--- config.mk ---
export PLATFORM = sky130hd
export DESIGN_NAME = id_exe_reg
export DESIGN_NICKNAME = d
export VERILOG_FILES = /design/src/rtl/cpu_defs_pkg.sv /design/src/rtl/sat_counter.sv /design/src/rtl/id_exe_reg.sv
export SDC_FILE = /design/constraint.sdc
export NUM_CORES = 1
export LEC_CHECK = 0
export BUFFER_PORTS_ARGS = -buffer_cell sky130_fd_sc_hd__buf_2
export CORE_AREA = 4 4 160 116
export CTS_CLUSTER_SIZE = 10
export DETAILED_ROUTE_END_ITERATION = 16
export DIE_AREA = 0 0 164 120
export PLACE_DENSITY = 0.75
export SETUP_SLACK_MARGIN = 0.02
export SLEW_MARGIN = 20
export SYNTH_ARGS = -nofsm -noshare
export SYNTH_HDL_FRONTEND = slang
export SYNTH_SLANG_ARGS = --single-unit
--- constraint.sdc ---
create_clock -name clk -period 1.8 [get_ports clk]
set_input_delay 0.09 -clock clk [delete_from_list [all_inputs] [get_ports clk]]
set_output_delay 0.09 -clock clk [all_outputs]
set_load 0.03 [all_outputs]
--- src/rtl/cpu_defs_pkg.sv ---
// Shared core definitions: writeback-class encodings, field widths and the
// ID/EXE register occupancy states.
package cpu_defs;

    localparam int unsigned ALUOP_W   = 12;
    localparam int unsigned REG_NUM_W = 5;
    localparam int unsigned WT_W      = 3;

    localparam logic [WT_W-1:0] WT_NONE = 3'b000;
    localparam logic [WT_W-1:0] WT_WB   = 3'b001;
    localparam logic [WT_W-1:0] WT_MEM  = 3'b010;
    localparam logic [WT_W-1:0] WT_EXE  = 3'b100;

    typedef enum logic {
        EMPTY = 1'b0,
        FULL  = 1'b1
    } exe_state_t;

endpackage

--- src/rtl/sat_counter.sv ---
// Saturating up-counter with a synchronous clear that beats increment.
module sat_counter #(
    parameter int unsigned W = 16
) (
    input  logic         clk,
    input  logic         resetn,
    input  logic         inc,
    input  logic         clr,
    output logic [W-1:0] cnt
);

    logic [W-1:0] cnt_q;
    logic [W-1:0] cnt_d;

    always_comb begin
        cnt_d = cnt_q;
        if (clr) begin
            cnt_d = '0;
        end else if (inc && (cnt_q != {W{1'b1}})) begin
            cnt_d = cnt_q + W'(1);
        end
    end

    always_ff @(posedge clk or negedge resetn) begin
        if (!resetn) begin
            cnt_q <= '0;
        end else begin
            cnt_q <= cnt_d;
        end
    end

    assign cnt = cnt_q;

endmodule

--- src/rtl/id_exe_reg.sv ---
// ID->EXE pipeline register: issues only hazard-free instructions, inserts
// bubbles otherwise, and counts hazard-bubble cycles.
module id_exe_reg
    import cpu_defs::*;
#(
    parameter int unsigned DATA_W  = 32,
    parameter int unsigned ALUOP_W = cpu_defs::ALUOP_W,
    parameter int unsigned CNT_W   = 16
) (
    input  logic                 clk,
    input  logic                 resetn,
    input  logic                 flush,
    input  logic                 id_valid,
    input  logic                 id_hazard_ready,
    input  logic [DATA_W-1:0]    id_pc,
    input  logic [DATA_W-1:0]    id_inst,
    input  logic [ALUOP_W-1:0]   id_alu_op,
    input  logic [DATA_W-1:0]    id_src1,
    input  logic [DATA_W-1:0]    id_src2,
    input  logic [WT_W-1:0]      id_write_type,
    input  logic [REG_NUM_W-1:0] id_wnum,
    output logic                 id_allowin,
    output logic                 id_fire,
    input  logic                 exe_allowin,
    output logic                 exe_valid,
    output logic [DATA_W-1:0]    exe_pc,
    output logic [DATA_W-1:0]    exe_inst,
    output logic [ALUOP_W-1:0]   exe_alu_op,
    output logic [DATA_W-1:0]    exe_src1,
    output logic [DATA_W-1:0]    exe_src2,
    output logic [WT_W-1:0]      exe_write_type,
    output logic [REG_NUM_W-1:0] exe_wnum,
    input  logic                 cnt_clr,
    output logic [CNT_W-1:0]     bubble_cnt
);

    typedef struct packed {
        logic [DATA_W-1:0]    pc;
        logic [DATA_W-1:0]    inst;
        logic [ALUOP_W-1:0]   alu_op;
        logic [DATA_W-1:0]    src1;
        logic [DATA_W-1:0]    src2;
        logic [WT_W-1:0]      wt;
        logic [REG_NUM_W-1:0] wnum;
    } payload_t;

    exe_state_t state_q;
    exe_state_t state_d;
    payload_t   pl_q;
    payload_t   pl_d;
    logic       valid_q;
    logic       exe_fire;
    logic       bubble_inc;

    assign valid_q    = (state_q == FULL);
    assign exe_fire   = valid_q & exe_allowin;
    assign id_allowin = !valid_q | exe_fire;
    assign id_fire    = id_valid & id_hazard_ready & id_allowin & !flush;
    assign bubble_inc = id_valid & id_allowin & !id_hazard_ready & !flush;

    // Flush dominates; otherwise a free slot takes either the issue or a bubble.
    always_comb begin
        state_d = state_q;
        pl_d    = pl_q;
        if (flush) begin
            state_d = EMPTY;
        end else if (id_allowin) begin
            state_d = id_fire ? FULL : EMPTY;
        end
        if (id_fire) begin
            pl_d = '{pc: id_pc, inst: id_inst, alu_op: id_alu_op, src1: id_src1,
                     src2: id_src2, wt: id_write_type, wnum: id_wnum};
        end
    end

    always_ff @(posedge clk or negedge resetn) begin
        if (!resetn) begin
            state_q <= EMPTY;
            pl_q    <= '0;
        end else begin
            state_q <= state_d;
            pl_q    <= pl_d;
        end
    end

    sat_counter #(.W(CNT_W)) u_bubble_cnt (
        .clk    (clk),
        .resetn (resetn),
        .inc    (bubble_inc),
        .clr    (cnt_clr),
        .cnt    (bubble_cnt)
    );

    assign exe_valid      = valid_q;
    assign exe_pc         = pl_q.pc;
    assign exe_inst       = pl_q.inst;
    assign exe_alu_op     = pl_q.alu_op;
    assign exe_src1       = pl_q.src1;
    assign exe_src2       = pl_q.src2;
    // Empty slots must never look like a pending write to the hazard checker.
    assign exe_write_type = valid_q ? pl_q.wt : WT_NONE;
    assign exe_wnum       = pl_q.wnum;

endmodule

======== Word-level counts from Yosys, hierarchy flattened ========
Index checks and enable logic that the tools add are counted.
W data, S select, Z words.
word-level totals
  memories ................................ 0
  input bits .............................. 155
  output and inout port bits .............. 167
  register bits after elaboration ......... 165
  word-level logic and storage cells ...... 31
  memory bits (writable) .................. 0
  bits in latches ......................... 0
  ROM bits ................................ 0
cells by class
  add/subtract/negate cells ............... 1
  magnitude comparators ................... 0
  reduce and logical (&&, ||, !) cells .... 6
  shift operators ......................... 0
  multiply operators ...................... 0
  bitwise gates (word level) .............. 8
  divide/modulo/power cells ............... 0
  mux-type cells .......................... 6
  equality and inequality tests ........... 1
operator list
  kind                     count
  $mux W16                 2
  $add A16 B1 Y16 const B  1
  $ne A16 B16 Y1 const B   1
  $and A1 B1 Y1            7
  $reduce_bool A2 Y1       2
  $logic_not A1 Y1         3
  $mux W1                  3
  $mux W3                  1
  $logic_and A1 B1 Y1      1
  $or A1 B1 Y1             1

======== Longest topological paths before layout ========
  word-level depth ........................ 8
  depth in mapped cells ................... 8
  mapped depth without buffers ............ 6

======== Hierarchy ========
Synthesis repeated with hierarchy kept, for this count alone.
unflattened totals
  cell total of the unflattened synthesis .. 564
  area total of the unflattened synthesis .. 7644.8 sq um
by module, submodules not included
  module       seq. area each (sq um)  cells each  area each (sq um)  times used
  id_exe_reg   3728.6                  466         6702.7             1
  sat_counter  400.4                   98          942.2              1

======== Worst setup path before layout ========
OpenSTA, ideal clock, no wires.
  path kind ............................... reg2reg
  start point ............................. register u_bubble_cnt.cnt_q[0], in the netlist u_bubble_cnt.cnt[0]
  end point ............................... register u_bubble_cnt.cnt_q[15], in the netlist u_bubble_cnt.cnt[15]
  cell stages (with the launch flop) ...... 7
  setup time .............................. 0.078 ns
  arrival ................................. 1.733 ns
  buffers on the path ..................... 0
  setup slack ............................. -0.010 ns
  required time ........................... 1.722 ns
  cells stage by stage .................... dfrtp_1 > ha_1 > and4_1 > nand3_1 > nand4_2 > or3_1 > a21oi_1
between the ends
  longest elaborated chain between the ends .. 3
  elaborated cells on any way between the ends .. 6
  classes of those cells .................. 1 x add/sub; 1 x eq/ne; 2 x mux; 2 x reduce/logical
ends and longest elaborated chain
  what                                               line                                  source
  start, declared                                    sat_counter.sv:12                     logic [W-1:0] cnt_q;
  start signal, assigned                             sat_counter.sv:28                     cnt_q <= cnt_d;
  $add A16 B1 Y16 or $ne A16 B16 Y1 (tied branches)  sat_counter.sv:20, sat_counter.sv:19
  $mux W16 or $logic_and A1 B1 Y1 (tied branches)    sat_counter.sv:19                     end else if (inc && (cnt_q != {W{1'b1}})) begin
  $mux W16 or $reduce_bool A2 Y1 (tied branches)     --
Parallel ways exist; a longest one is shown, timed or not. The select of a mux whose other input is x is not followed.
A chain may end at the register's enable or synchronous reset.

======== Worst setup path in the final report ========
  start point ............................. input flush
  end point ............................... output id_fire
between the ends
  longest elaborated chain between the ends .. 2
ends and longest elaborated chain
  what              line              source
  start, declared   id_exe_reg.sv:12  input logic flush,
  $logic_not A1 Y1  id_exe_reg.sv:58  assign id_fire = id_valid & id_hazard_ready & id_allowin & !flush;
  $and A1 B1 Y1     id_exe_reg.sv:58
  end, declared     id_exe_reg.sv:23  output logic id_fire,
No other way between the ends.

==> impl_metrics.py <==
metrics = {
    "timing": {
        "relSlewSlack_pct": 71.2,
        "fin_crit_ps": 1750,
        "fin_skew_ps": 12.4,
        "fmax_mhz": 573,
        "worst_pin_slew_ps": 433,
        "fin_ws_ps": 53.8,
        "fin_crit_sh_pct": 97.0,
        "rsz0062_at_grt": "false",
        "hold_ws_ps": 35.4,
        "drv_slew": 0,
        "finalSetupTns_ps": 0,
        "setup_violations": 0,
        "hold_viol_final": 0,
    },
    "global_routing": {
        "grt_pass1_vias": 7090,
        "grt_pass1_wl_um": 35700,
        "antenna_found_initial": 0,
        "grt_max_degree": 96,
        "grt.overflow.total": 0,
        "grt_usage_pct": 22.9,
    },
    "route": {
        "routedWlPerCell_um": 15.9,
        "route.detailed.drc": 0,
        "first_iter_violations": 515,
        "num_vias": 6781,
        "firstDrtPassIters": 5,
        "drt-total-wl_um": 23000,
        "vias_per_cell": 4.70,
        "antenna_left": 0,
    },
    "clocking": {
        "cts_buffers": 17,
        "htree_levels": 4,
        "cts_tree": "built",
        "clk_path_buf_depth": 2,
        "cts_root_buf": "clkbuf_16",
        "cts.sinks": 165,
        "clk_pin_slew_worst_paths_ps": 70,
        "clkLatencyLatePin_ps": 420,
    },
    "yosys": {
        "syn_area_mm2": 0.00755,
        "synth_area_leaders": "dfrtp_1, nand2_1, buf_4",
        "syn_area_per_cell_um2": 8.67,
        "ys_ff_latch": 165,
        "synth_top_area_share_pct": 54.7,
        "yosysSeqAreaShare_pct": 54.7,
        "syn-num-nets": 1026,
        "synth_top_cell_by_area": "dfrtp_1",
        "ys_types": 28,
        "synth_warnings": 0,
        "synthCells": 870,
    },
    "setup_path": {
        "worst-setup-path-type": "in -> out",
        "critPathCaptureType": "output port",
        "arrival_ps": 1660,
        "crit_required_ps": 1710,
        "start_kind": "primary input",
        "path_max_fanout": 14,
    },
    "place": {
        "gp_congestion": 0.816,
        "port_buffers": 321,
        "pre_cts_ws_ps": 20.0,
        "postPlaceCellArea_mm2": 0.00838,
        "dp.cells": 1255,
        "dp_hpwl_um": 13100,
    },
    "floorplanning": {
        "rows": 40,
        "dieArea_mm2": 0.0197,
        "die_w_um": 164,
        "start_util_pct": 44.6,
        "die_y_um": 120,
        "ios": 322,
        "core-area_mm2": 0.0169,
    },
    "worst_hold_path": {
        "hold_path_class": "in -> reg",
    },
    "pwr": {
        "finalPower_mw": 11.3,
        "leakagePower_nw": 5.90,
        "vdd_ir_drop_max_mv": 0.574,
        "p_switching_mw": 4.00,
        "switching_share_pct": 35.4,
        "pwr-share-comb_pct": 27.2,
        "p_per_area_mw_per_mm2": 1070,
        "p_seq_share_pct": 40.7,
        "power.internal_mw": 7.31,
        "clkPwrFrac_pct": 32.0,
    },
    "outcome": {
        "status": "finished, final reports clean",
    },
    "final_layout": {
        "area_delta_synth_final_pct": 40.6,
        "final_layout_size_suffix_gt1_share_pct": 31.5,
        "fin_area_mm2": 0.0106,
        "fin_cells": 1443,
        "num-nets-final": 1354,
        "utilization_pct": 62.7,
    },
    "run": {
        "max-cap-violations": 0,
    },
}
-- critical path, stage by stage --
cell and delay (ps):
dlygate4sd3_1 550, buf_2 130, nand2b_2 220, nor2_4 140, nand2_4 110, inv_8 110, buf_16 150, buf_6 140
-- state kept, by name (all words and copies together), names as in the netlist --
register	count
exe_valid	1
exe_src1	32
exe_inst	32
exe_wnum	5
exe_pc	32
exe_alu_op	12
exe_src2	32
u_bubble_cnt.cnt	16
pl_q	3
-- timing repair --
action                                 CTS  global route
resized for setup                        5             8
pin swaps                                1             1
endpoints found under the hold margin  292             0
buffers inserted                         2             0
hold buffers                           151             0
setup endpoints to repair                3             7
gates cloned                             2             0
-- logic make-up after synthesis --
family / share of synthesized area (%)
compound gates: 0.829
fa+ha+maj: 0.166
mux: 0.133
simple gates: 26.3
xor+xnor: 1.16
buf+inv: 16.7
flops: 54.7
-- synth_stat cells --
cell type	n
nand4_2	1
o211ai_1	1
and4_1	3
nand3_1	7
and2_1	4
nor3_1	3
xnor2_1	5
nand4_1	5
a21oi_1	5
nor3_4	1
buf_2	25
o21ai_0	6
xor2_1	5
nor2b_4	1
dfrtp_1	165
buf_4	145
nand2_1	449
mux2i_1	1
inv_1	2
clkbuf_1	8
nand2b_1	1
ha_1	1
nor2_1	13
nand4b_1	1
or3_1	6
inv_2	1
buf_1	1
and3_1	4
-- power by group through the flow --
stage,sequential [mW],combinational [mW],clock [mW]
final,4.60,3.08,3.62
after global routing,4.66,3.30,3.85
after CTS,4.57,3.02,3.71
after detailed placement,4.62,2.75,0
after global placement,4.61,2.70,0
after floorplan,4.57,2.54,0
-- metal layers --
| metal | part of all wire [%] | wire length (µm) | vias to the layer above | track usage [%] |
|---|---|---|---|---|
| met4 | 3.6 | 826 | 0 | 11.0 |
| li1 | - | - | 3177 | - |
| met2 | 49 | 11200 | 366 | 38.5 |
| met5 | 0 | 0 | - | 0 |
| met1 | 38 | 8660 | 3169 | 26.1 |
| met3 | 10 | 2300 | 69 | 7.96 |
-- worst paths after layout --
check,startpoint,endpoint,slack [ps],cells past startpoint
min reg2reg,exe_src2[17]$_DFFE_PN0P_,exe_src2[17]$_DFFE_PN0P_,470,2
max,flush,id_fire,50,8
max reg2reg,u_bubble_cnt.cnt[1]$_DFFE_PN0P_,u_bubble_cnt.cnt[15]$_DFFE_PN0P_,100,6
min,cnt_clr,u_bubble_cnt.cnt[7]$_DFFE_PN0P_,40,2
min in group asynchronous,resetn,exe_pc[19]$_DFFE_PN0P_,170,2
max in group asynchronous,resetn,exe_src2[6]$_DFFE_PN0P_,1000,3
-- final cells by class --
cell class              count  area (µm²)
flip-flops and latches    165        4130
inverters                   3        18.8
diodes                      1        2.50
multi-input cells         523        2200
well taps                 231         289
clock buffers              19         453
repair buffers            488        3380
fillers                  1306        6300
clock inverters            13         138
-- cell usage in the layout (no fill, tap or decap), types with 2 or more instances in the layout --
cell type	count
and3_1	4
nand2_1	448
nand4_1	5
and4_1	2
inv_1	2
xnor2_1	5
dfrtp_2	2
buf_6	2
clkinv_4	4
buf_2	319
dfrtp_1	163
nand3_1	6
clkbuf_16	17
or3_1	6
inv_6	3
nor2_1	12
and2_1	3
clkbuf_8	2
buf_12	5
buf_4	8
bufbuf_16	2
nor3_1	3
dlygate4sd3_1	151
o21ai_0	6
xor2_1	5
inv_8	4
a21oi_1	5
Power figures use the tool's default switching activity.
